[src/rtl/forwarding_pkg.sv]
// Shared types for the forwarding/hazard unit: in-flight tags and long-op scoreboard slots.
// Fields are sized for the widest supported config (REGW <= 8, LATW <= 8); narrower configs zero-extend.
// No logic here, so no latency or backpressure of its own.
package forwarding_pkg;

    localparam int DEST_MAXW   = 8;
    localparam int CNT_MAXW    = 8;
    localparam int FWD_REGFILE = 0;

    typedef struct packed {
        logic                 valid;
        logic                 wen;
        logic [DEST_MAXW-1:0] dest;
        logic                 is_load;
    } fwd_tag_t;

    typedef struct packed {
        logic                 busy;
        logic [DEST_MAXW-1:0] dest;
        logic [CNT_MAXW-1:0]  count;
    } long_slot_t;

endpackage

[src/rtl/long_op_slot.sv]
// One long-latency scoreboard entry: holds the destination and counts down to free.
// Busy from the cycle after load for max(lat,1) cycles; hit outputs are combinational.
// No backpressure: the parent only loads a slot that is currently free.
module long_op_slot
    import forwarding_pkg::*;
#(
    parameter int REGW = 5,
    parameter int LATW = 4,
    parameter int NSRC = 2
) (
    input  logic                 CLK,
    input  logic                 nRST,
    input  logic                 load_i,
    input  logic [REGW-1:0]      dest_i,
    input  logic [LATW-1:0]      lat_i,
    input  logic [NSRC*REGW-1:0] src_i,
    input  logic [REGW-1:0]      wdest_i,
    output logic                 busy_o,
    output logic [NSRC-1:0]      src_hit_o,
    output logic                 wdest_hit_o
);

    long_slot_t slot_q, slot_d;

    always_comb begin
        slot_d = slot_q;
        if (load_i) begin
            slot_d.busy  = 1'b1;
            slot_d.dest  = DEST_MAXW'(dest_i);
            slot_d.count = (lat_i == '0) ? CNT_MAXW'(1) : CNT_MAXW'(lat_i);
        end else if (slot_q.busy) begin
            // The edge that sees count==1 is the last busy cycle's edge.
            if (slot_q.count == CNT_MAXW'(1)) begin
                slot_d.busy  = 1'b0;
                slot_d.count = '0;
            end else begin
                slot_d.count = slot_q.count - CNT_MAXW'(1);
            end
        end
    end

    always_ff @(posedge CLK) begin
        if (!nRST) slot_q <= '0;
        else       slot_q <= slot_d;
    end

    for (genvar i = 0; i < NSRC; i++) begin : g_hit
        assign src_hit_o[i] = slot_q.busy && (src_i[i*REGW +: REGW] != '0) &&
                              (slot_q.dest == DEST_MAXW'(src_i[i*REGW +: REGW]));
    end

    assign wdest_hit_o = slot_q.busy && (slot_q.dest == DEST_MAXW'(wdest_i));
    assign busy_o      = slot_q.busy;

endmodule

[src/rtl/forwarding_scoreboard.sv]
// Bypass-select and hazard unit beside decode: tag pipeline of in-flight writers plus long-op scoreboard.
// fwd_sel/stall are same-cycle combinational; tags and slots update on the rising edge.
// Raises stall on load-use, long-op RAW/WAW or a full scoreboard; flush and idle decode mask it.
module forwarding_scoreboard
    import forwarding_pkg::*;
#(
    parameter  int NSRC    = 2,
    parameter  int NSTAGES = 3,
    parameter  int REGW    = 5,
    parameter  int NLONG   = 2,
    parameter  int LATW    = 4,
    localparam int SELW    = $clog2(NSTAGES + 1)
) (
    input  logic                 CLK,
    input  logic                 nRST,
    input  logic                 advance,
    input  logic                 flush,
    input  logic                 issue_valid,
    input  logic                 issue_wen,
    input  logic [REGW-1:0]      issue_dest,
    input  logic                 issue_is_load,
    input  logic                 issue_is_long,
    input  logic [LATW-1:0]      issue_lat,
    input  logic [NSRC*REGW-1:0] src_reg,
    output logic [NSRC*SELW-1:0] fwd_sel,
    output logic                 stall,
    output logic [NLONG-1:0]     long_busy
);

    fwd_tag_t                     tag_q [NSTAGES];
    fwd_tag_t                     tag_d [NSTAGES];
    fwd_tag_t                     issued;
    logic [NSRC-1:0]              ld_hit;
    logic [NLONG-1:0]             busy;
    logic [NLONG-1:0][NSRC-1:0]   src_hit;
    logic [NLONG-1:0]             wdest_hit;
    logic [NLONG-1:0]             alloc_oh;
    logic                         accept;
    logic                         alloc_go;

    // Youngest producer wins: scan oldest to youngest so the last hit is stage 0.
    for (genvar i = 0; i < NSRC; i++) begin : g_src
        logic [REGW-1:0] src;
        logic [SELW-1:0] sel;

        assign src = src_reg[i*REGW +: REGW];

        always_comb begin
            sel = SELW'(FWD_REGFILE);
            for (int s = NSTAGES - 1; s >= 0; s--) begin
                if (src != '0 && tag_q[s].valid && tag_q[s].wen &&
                    tag_q[s].dest == DEST_MAXW'(src))
                    sel = SELW'(s + 1);
            end
        end

        assign fwd_sel[i*SELW +: SELW] = sel;
        assign ld_hit[i] = (sel == SELW'(1)) && tag_q[0].is_load;
    end

    assign stall = issue_valid && !flush &&
                   ((|ld_hit) || (|src_hit) || (issue_wen && (|wdest_hit)) ||
                    (issue_is_long && (&busy)));

    assign accept   = issue_valid && !flush && !stall;
    assign alloc_go = accept && issue_is_long && issue_wen && advance;
    // Lowest clear bit of busy: only slots free at the start of the cycle are eligible.
    assign alloc_oh = ~busy & (busy + NLONG'(1));

    always_comb begin
        issued.valid   = 1'b1;
        issued.wen     = issue_wen;
        issued.dest    = DEST_MAXW'(issue_dest);
        issued.is_load = issue_is_load;
        for (int s = 0; s < NSTAGES; s++) tag_d[s] = tag_q[s];
        if (advance) begin
            for (int s = 1; s < NSTAGES; s++) tag_d[s] = tag_q[s-1];
            tag_d[0] = (accept && !issue_is_long) ? issued : '0;
        end
    end

    always_ff @(posedge CLK) begin
        if (!nRST) begin
            for (int s = 0; s < NSTAGES; s++) tag_q[s] <= '0;
        end else begin
            for (int s = 0; s < NSTAGES; s++) tag_q[s] <= tag_d[s];
        end
    end

    for (genvar k = 0; k < NLONG; k++) begin : g_slot
        long_op_slot #(
            .REGW (REGW),
            .LATW (LATW),
            .NSRC (NSRC)
        ) u_slot (
            .CLK         (CLK),
            .nRST        (nRST),
            .load_i      (alloc_go && alloc_oh[k]),
            .dest_i      (issue_dest),
            .lat_i       (issue_lat),
            .src_i       (src_reg),
            .wdest_i     (issue_dest),
            .busy_o      (busy[k]),
            .src_hit_o   (src_hit[k]),
            .wdest_hit_o (wdest_hit[k])
        );
    end

    assign long_busy = busy;

endmodule
[config.mk]
export PLATFORM = sky130hd
export DESIGN_NAME = forwarding_scoreboard
export DESIGN_NICKNAME = d
export VERILOG_FILES = /design/src/rtl/forwarding_pkg.sv /design/src/rtl/long_op_slot.sv /design/src/rtl/forwarding_scoreboard.sv
export SDC_FILE = /design/constraint.sdc
export NUM_CORES = 1
export LEC_CHECK = 0
export CORE_ASPECT_RATIO = 0.6
export CORE_UTILIZATION = 45
export DETAILED_ROUTE_END_ITERATION = 10
export PLACE_DENSITY = 0.66
export SYNTH_ARGS = -nofsm -noshare
export SYNTH_HDL_FRONTEND = slang
export SYNTH_SLANG_ARGS = --single-unit
[constraint.sdc]
create_clock -name CLK -period 10.47 [get_ports CLK]
set_clock_uncertainty 0.2 [all_clocks]
set_input_delay 3.141 -clock CLK [delete_from_list [all_inputs] [get_ports CLK]]
set_output_delay 3.141 -clock CLK [all_outputs]
set_load 0.02 [all_outputs]
# == Word level (Yosys, flattened, before mapping) ==
# Memories as Yosys holds them, arrays and structs flattened.
# Cells that the tools add are included.
# classes
n_addsub,3
n_eq_ne,16
n_mux,26
bitwise_logic,5
n_reduce_logical,56
# op_table
cell,count
8-bit by 5-bit equality test with 1-bit output,6
8-bit 2-to-1 mux,6
11-bit 2-to-1 mux,4
1-bit logical AND,41
33-bit 2-to-1 mux,1
5-bit equality test,6
8-bit by 1-bit equality test with 1-bit output (second input constant),2
8-bit by 1-bit subtractor with 8-bit output (second input constant),2
2-bit 2-to-1 mux,6
5-bit nonzero test,2
1-bit 2-to-1 mux,8
2-bit by 1-bit equality test with 1-bit output (second input constant),2
4-bit logical NOT,1
4-bit 2-to-1 mux,1
2-bit nonzero test,2
2-bit OR reduction,2
4-bit OR reduction,1
1-bit logical NOT,3
1-bit logical OR,3
1-bit OR,3
2-bit by 1-bit adder with 2-bit output (second input constant),1
2-bit bitwise AND,1
2-bit inverter,1
2-bit AND reduction,1
# totals
regBits,28
ramBits,33
inputBits,27
output_inout_bits,7
wordCells,113
memories,1
# mem_list
name,words,width,rd,rd_ports_with_merged_regs,write_ports,line,text
tag_q,3,11,3,0,3,forwarding_scoreboard.sv:30,fwd_tag_t tag_q [NSTAGES];

# == Depth between registers and ports, before layout ==
# Gate-level depths: netlist of the first run.
# depth
word_depth,21
depth_mapped,10
ltp_nobuf,8

# == Hierarchy ==
# From an unflattened synthesis of the first run, not the netlist that was laid out.
# hier_totals
cells_unflattened,359
area_unflattened_um2,3206.8
# by_module_without_submodules
mod,instances,cells_per_inst,area_per_inst_um2,seq_area_each_um2
long_op_slot,2,104,919.6,280.3
forwarding_scoreboard,1,151,1367.6,440.4

# == Worst setup path before layout of the first run ==
# Ideal clock, no wire load.
# synth_timing
path_type,input-to-output
start,input src_reg[6]
end,output stall
arrival_time_ns,5.030
t_required_ns,7.129
path_slack_ns,2.099
cell_stages,9
path_buffers,2
path_cell_list,buf_2 > xnor2_1 > nand4_1 > nor4b_1 > o21ai_2 > nand3b_4 > buf_2 > nor2_1 > nor3b_1
# synth_between
elab_chain_cells,14
elab_cells_between_ends,30
classes_between,eq/ne (6); mux (3); reduce/logical (21)
# synth_lines
item,line,text
"start, declared",forwarding_scoreboard.sv:24,"input logic [NSRC*REGW-1:0] src_reg,"
5-bit nonzero test,"long_op_slot.sv:48, forwarding_scoreboard.sv:51",
1-bit logical AND (3 in a row),forwarding_scoreboard.sv:51,if (src != '0 && tag_q[s].valid && tag_q[s].wen &&
2-bit 2-to-1 mux (3 in a row),forwarding_scoreboard.sv:51,
2-bit by 1-bit equality test with 1-bit output,forwarding_scoreboard.sv:58,assign ld_hit[i] = (sel == SELW'(1)) && tag_q[0].is_load;
1-bit logical AND,forwarding_scoreboard.sv:58,
2-bit OR reduction,forwarding_scoreboard.sv:62,((|ld_hit) || (|src_hit) || (issue_wen && (|wdest_hit)) ||
1-bit logical OR (*) (3 in a row),forwarding_scoreboard.sv:62,
1-bit logical AND (*),forwarding_scoreboard.sv:61,assign stall = issue_valid && !flush &&
"end, declared",forwarding_scoreboard.sv:26,"output logic stall,"
# Every way passes the cells marked *; elsewhere a longest branch is shown, timed or not.

# == Final worst setup path of the first run ==
# Ends and elaborated chain as after synthesis.

==> flow_summary.json, run 1 <==
{
  "wl_per_cell_um": 17.5,
  "ys_seq_area_share_pct": 30.9,
  "synth_area_um2": 3240,
  "ys.flop_type": "dfxtp_1",
  "grt_pass1_vias": 2492,
  "hold_buffers": 0,
  "layout_min_cycle_time_ps": 9370,
  "slew_headroom_pct": 22.0,
  "async_reset_ff_share_pct": 0,
  "die_w_um": 112,
  "num_vias": 2711,
  "nets": 418,
  "synth_warnings": 0,
  "drt-total-wl_um": 8320,
  "gr-total-overflow": 0,
  "r2r_slack_ps": 7550,
  "utilization_pct": 54.3,
  "p_leak_uw": 0.00129,
  "rows": 23,
  "gp_congestion": 0.809,
  "synth_top_area_cell": "dfxtp_1",
  "instances_no_fill": 475,
  "postCtsSetupBuffers": 0,
  "cp-end-kind": "output port",
  "drt_pre_antenna_iters": 8,
  "hpwl_um": 6060,
  "synth-edff-count": 0,
  "rr_endpoint": "g_slot[1].u_slot.slot_q[0]",
  "antenna_left": 0,
  "rsz0062_at_grt": "false",
  "avgSynthCellArea_um2": 8.69,
  "grt_usage_pct": 23.3,
  "antenna_found_initial": 0,
  "min_path_type": "flop to flop",
  "multiInputGateArea_um2": 2050,
  "power.density_nw_per_um2": 113,
  "violations": "DRC",
  "netlist_top_cells_area": "dfxtp_1 31%, xnor2_1 13%, mux2i_1 8.0%",
  "fmax_mhz": 107,
  "cts_sinks": 50,
  "cts_buffers": 5,
  "n_antenna_cell": 0,
  "ys_ff_latch": 50,
  "yosysTopAreaCellShare_pct": 30.9,
  "insertion_delay_ps": 300,
  "ctsLongestPathBuffers": 2,
  "cap_violations": 0,
  "nFillCells": 629,
  "report.final.hold_viol_count": 0,
  "path_max_fanout": 17,
  "cts-resized-gates": 0,
  "dieArea_um2": 7560,
  "die_y_um": 67.8,
  "area_growth_pct": 14.1,
  "vdd_ir_drop_max_mv": 0.0646,
  "cp-start-kind": "input pin",
  "layout-drive-gt1-share_pct": 4.90,
  "timing.critical_path.arrival_ps": 6020,
  "min_period_over_period_pct": 89.4,
  "slew_violations": 0,
  "syn_inst": 373,
  "seq_area_um2": 1000,
  "post-route-drc-count": 4,
  "path_clk_slew_ps": 70,
  "rr_worst_depth": 5,
  "yosysUniqueCellTypes": 57,
  "place_area_um2": 3550,
  "grt_max_degree": 63,
  "grt_pass1_wl_um": 13300,
  "io_pins": 34,
  "required_ps": 7130,
  "worstReg2RegStart": "g_slot[1].u_slot.busy_o",
  "stdcell_area_um2": 3700,
  "synth_fp_nets": 404,
  "path_class": "input pin to output port",
  "status": "finished, violations left",
  "h-tree-depth": 2,
  "setup_viol": 0,
  "initial_core_util_pct": 47.6,
  "first_iter_violations": 217,
  "finalSetupTns_ps": 0,
  "cts_tree": "yes",
  "worstSetupStartpoint": "src_reg[6]",
  "core_area_um2": 6820,
  "clockRootBuffer": "clkbuf_16",
  "port_buffers": 33,
  "critPathCapture": "stall",
  "worstMarginPinSlew_ps": 1170,
  "viasPerCell": 5.71,
  "dp_cells": 467
}
-- flip-flops by register name, indices dropped and copies added (netlist names) --
signal	flops
g_slot.u_slot.slot_q	26
tag_q	22
g_slot.u_slot.busy_o	2
-- cell type report --
class                           instances  share of cell area [%]
Sequential cell                        50                    27.0
Clock inverter                          2                   0.473
Multi-Input combinational cell        283                    55.5
Inverter                               12                    1.22
Clock buffer                            6                    3.48
Timing Repair Buffer                   35                    9.33
Tap cell                               87                    2.94
-- worst min path at each step --
| stage | slack (ps) | to | start | cells after the start |
|---|---|---|---|---|
| after floorplan | 270 | g_slot[0].u_slot.slot_q[4] | g_slot[0].u_slot.slot_q[4] | 2 |
| after global placement | 290 | g_slot[1].u_slot.slot_q[4] | g_slot[1].u_slot.slot_q[4] | 2 |
| after detailed placement | 300 | tag_q[0][32] | tag_q[0][32] | 2 |
| after CTS | 320 | g_slot[0].u_slot.slot_q[4] | g_slot[0].u_slot.slot_q[4] | 2 |
| after global routing | 350 | tag_q[0][32] | tag_q[0][32] | 2 |
| final | 320 | g_slot[0].u_slot.slot_q[4] | g_slot[0].u_slot.slot_q[4] | 2 |
-- where the power goes --
part / switching, uW / internal [uW] / leakage (uW)
Sequential: 3.01 / 192 / 0.000403
Clock: 78.1 / 90.3 / 0.0000714
Combinational: 27.2 / 25.9 / 0.000814
-- stage by stage --
| step | hold slack [ps] | setup WS [ps] | power, uW |
|---|---|---|---|
| after floorplan | 269 | 2100 | 234 |
| after global placement | 286 | 1150 | 251 |
| after detailed placement | 302 | 1150 | 252 |
| after CTS | 320 | 1130 | 418 |
| after global routing | 351 | 777 | 432 |
| final | 315 | 1100 | 417 |
-- layout by cell type, fill, tap and decap left out, types with 7 or more instances in the layout --
cell type / Yosys / final
inv_1: 12 / 12
xnor2_1: 48 / 48
xor2_1: 13 / 13
nor4b_1: 8 / 8
nand2_1: 31 / 31
nor2_1: 11 / 11
nor2b_1: 29 / 29
mux2i_1: 26 / 26
nor3_1: 9 / 9
clkdlybuf4s50_1: 0 / 33
nand3_1: 10 / 10
o211ai_1: 7 / 7
dfxtp_1: 50 / 50
o21a_1: 9 / 9
nor4_1: 7 / 7
nand4_1: 11 / 11
-- cell families (layout without fill, tap and decap cells) --
family	Yosys count	after routing	synth area share (%)
AND/OR/NAND/NOR	140	140	25.3
XOR/XNOR	61	61	16.5
AO/OA/AOI/OAI	52	52	12.0
flip-flops	50	50	30.9
buffers and inverters	40	55	5.79
multiplexers	26	26	8.02
adder cells (fa/ha/maj)	4	4	1.54
-- worst max-delay path, stage by stage --
cell,delay (ps)
clkdlybuf4s50_1,690
nor3_1,110
nand2_1,160
nor4b_1,630
o21ai_2,180
nand3b_4,230
nor2_1,60
nor3b_1,180
clkdlybuf4s50_1,640
-- cell usage after synthesis, types with 2 or more instances --
cell      count
nand3b_1      2
o211a_1       2
and2_1        2
nor3_1        9
nor2b_1      29
a21oi_1       3
xor2_1       13
or4_1         3
a31oi_1       4
nand4_1      11
o21ai_0       6
buf_1         3
nand3_1      10
o211ai_1      7
mux2i_1      26
a32oi_1       2
o21a_1        9
nor4_1        7
clkbuf_1      9
nor2_1       11
buf_6         2
a21boi_0      4
o21ai_2       2
nor4b_1       8
xnor2_1      48
buf_2        12
o32ai_1       2
nand2_1      31
inv_1        12
dfxtp_1      50
or2_2         3
or3_1         2
buf_4         2
ha_1          4
-- routing by layer --
metal	vias to the layer above	part of all wire (%)	wire, um	global-route usage (%)
li1	1336	-	-	-
met1	1281	56	4630	36.6
met2	90	36	2960	31.0
met3	4	8.4	699	5.92
met4	0	0.40	33	4.05
met5	-	0	0	0
Power figures use the tool's default switching activity.
==> run 2: changes to the inputs <==
Settings changed: ABC_CLOCK_PERIOD_IN_PS from default to 10470, CORE_UTILIZATION 45 to 40, CTS_CLUSTER_DIAMETER from default to 150, PLACE_DENSITY 0.66 to default.
==> run 2 against run 1 <==
  * The run now ends clean
  * Critical path depth stayed put
  * Sequential share of layout area is 0.33 points lower
  * Final cell count is 4.4% higher
  * Die area is 12% higher
  * Global-route usage is 2.7 points lower
  * Via count is 1.1% lower
  * Critical path type unchanged
==> flow_summary.json, run 2 (synthesis gave the netlist of run 1 again) <==
{
  "status": "completed",
  "wl_per_cell_um": 16.4,
  "cts_buffers": 5,
  "timing.critical_path.arrival_ps": 6140,
  "die_y_um": 71.7,
  "path_class": "input pin to output port",
  "cts_sinks": 50,
  "largest_register_ffs": 26,
  "core_area_um2": 7850,
  "vdd_ir_drop_max_mv": 0.0614,
  "cp-end-kind": "output port",
  "power.density_nw_per_um2": 116,
  "num_vias": 2682,
  "worstMarginPinSlew_ps": 1190,
  "worstPathCellList": "clkdlybuf4s50_1 > xnor2_1 > nand4_1 > nor4b_1 > o21ai_2 > nand3b_4 > nor2_1 > nor3b_1 > clkdlybuf4s50_1",
  "path_clk_slew_ps": 70,
  "total_power_uw": 435,
  "grt_pass1_wl_um": 13400,
  "stdcell_area_um2": 3750,
  "utilization_pct": 47.7,
  "layout_min_cycle_time_ps": 9480,
  "antenna_found_initial": 0,
  "dpl_worst_slack_ps": 1080,
  "n_antenna_cell": 0,
  "min_path_type": "flop to flop",
  "cts-resized-gates": 0,
  "crit_slowest_cell": "nor4b_1",
  "rsz0062_at_grt": "false",
  "insertion_delay_ps": 290,
  "ctsLongestPathBuffers": 2,
  "worstSetupStartpoint": "src_reg[9]",
  "finalSetupTns_ps": 0,
  "first_iter_violations": 200,
  "antenna_left": 0,
  "gr-total-overflow": 0,
  "cpMostUsedCell": "clkdlybuf4s50_1",
  "layout-drive-gt1-share_pct": 4.90,
  "io_pins": 34,
  "required_ps": 7130,
  "viasPerCell": 5.41,
  "die_w_um": 118,
  "grt_pass1_vias": 2424,
  "cp-start-kind": "input pin",
  "slew_violations": 0,
  "p_leak_uw": 0.00129,
  "cap_violations": 0,
  "worstReg2RegStart": "tag_q[0][5]",
  "cts_tree": "yes",
  "setup_viol": 0,
  "largest_register": "g_slot.u_slot.slot_q",
  "gp_congestion": 0.858,
  "setup_ws_ps": 991,
  "hold_buffers": 0,
  "nets": 418,
  "drt_pre_antenna_iters": 5,
  "slew_headroom_pct": 20.1,
  "mostFrequentLayoutCells": "50 x dfxtp_1, 48 x xnor2_1, 33 x clkdlybuf4s50_1, 31 x nand2_1, 29 x nor2b_1",
  "place_area_um2": 3580,
  "port_buffers": 33,
  "grt_usage_pct": 20.6,
  "min_period_over_period_pct": 90.5,
  "area_growth_pct": 15.5,
  "path_max_fanout": 17,
  "post-route-drc-count": 0,
  "min-delay-start": "g_slot[0].u_slot.slot_q[4]",
  "drt-total-wl_um": 8150,
  "fmax_mhz": 106,
  "h-tree-depth": 2,
  "dieArea_um2": 8480,
  "grt_max_degree": 63,
  "rows": 25,
  "slowest_delay_ps": 720,
  "postCtsSetupBuffers": 0,
  "clockRootBuffer": "clkbuf_16",
  "report.final.hold_viol_count": 0,
  "final_common_cell": "dfxtp_1",
  "initial_core_util_pct": 41.3,
  "hpwl_um": 6050
}
[run 2: changes by cell type in the layout (fill, tap and decap cells not counted)]
cell	change
bufinv_16	+1
inv_6	-1
clkinv_4	-1
clkinvlp_4	+1
[run 2: power breakdown]
group	internal (uW)	total (uW)	switching, uW
clock	113	188	74.7
sequential	192	195	3.08
combinational	25.8	52.3	26.4
[run 2: final timing paths]
path	end	slack, ps	cells past startpoint
hold / removal	g_slot[0].u_slot.slot_q[4]	310	2
setup reg to reg	g_slot[1].u_slot.slot_q[4]	7370	7
setup / recovery	stall	990	9
hold reg to reg	g_slot[0].u_slot.slot_q[4]	310	2
[run 2: through the flow]
stage	std cells	hold WS [ps]
after floorplan	373	269
after global placement	488	287
after detailed placement	488	299
after CTS	496	308
after global routing	496	344
final	496	307
[run 2: layout make-up]
class / instances / area (um^2)
clock buffers: 6 / 129
clock inverters: 2 / 37.5
fillers: 766 / 4100
inverters: 12 / 45.0
multi-input cells: 283 / 2050
flip-flops and latches: 50 / 1000
well taps: 108 / 135
repair buffers: 35 / 345
[run 2: critical path: cells and delay by family]
family	cells	cell delay [ps]
AOI/OAI and AO/OA	1	180
xor gates and xnor gates	1	170
buffers and inverters	2	1330
and+or+nand+nor	5	1310
[run 2: layer usage]
metal,GRT usage [%],share of wire [%],vias up
met2,25.0,34,75
met4,3.85,0.32,0
li1,-,-,1340
met1,34.6,60,1265
met3,4.70,6.3,2
met5,0,0,-
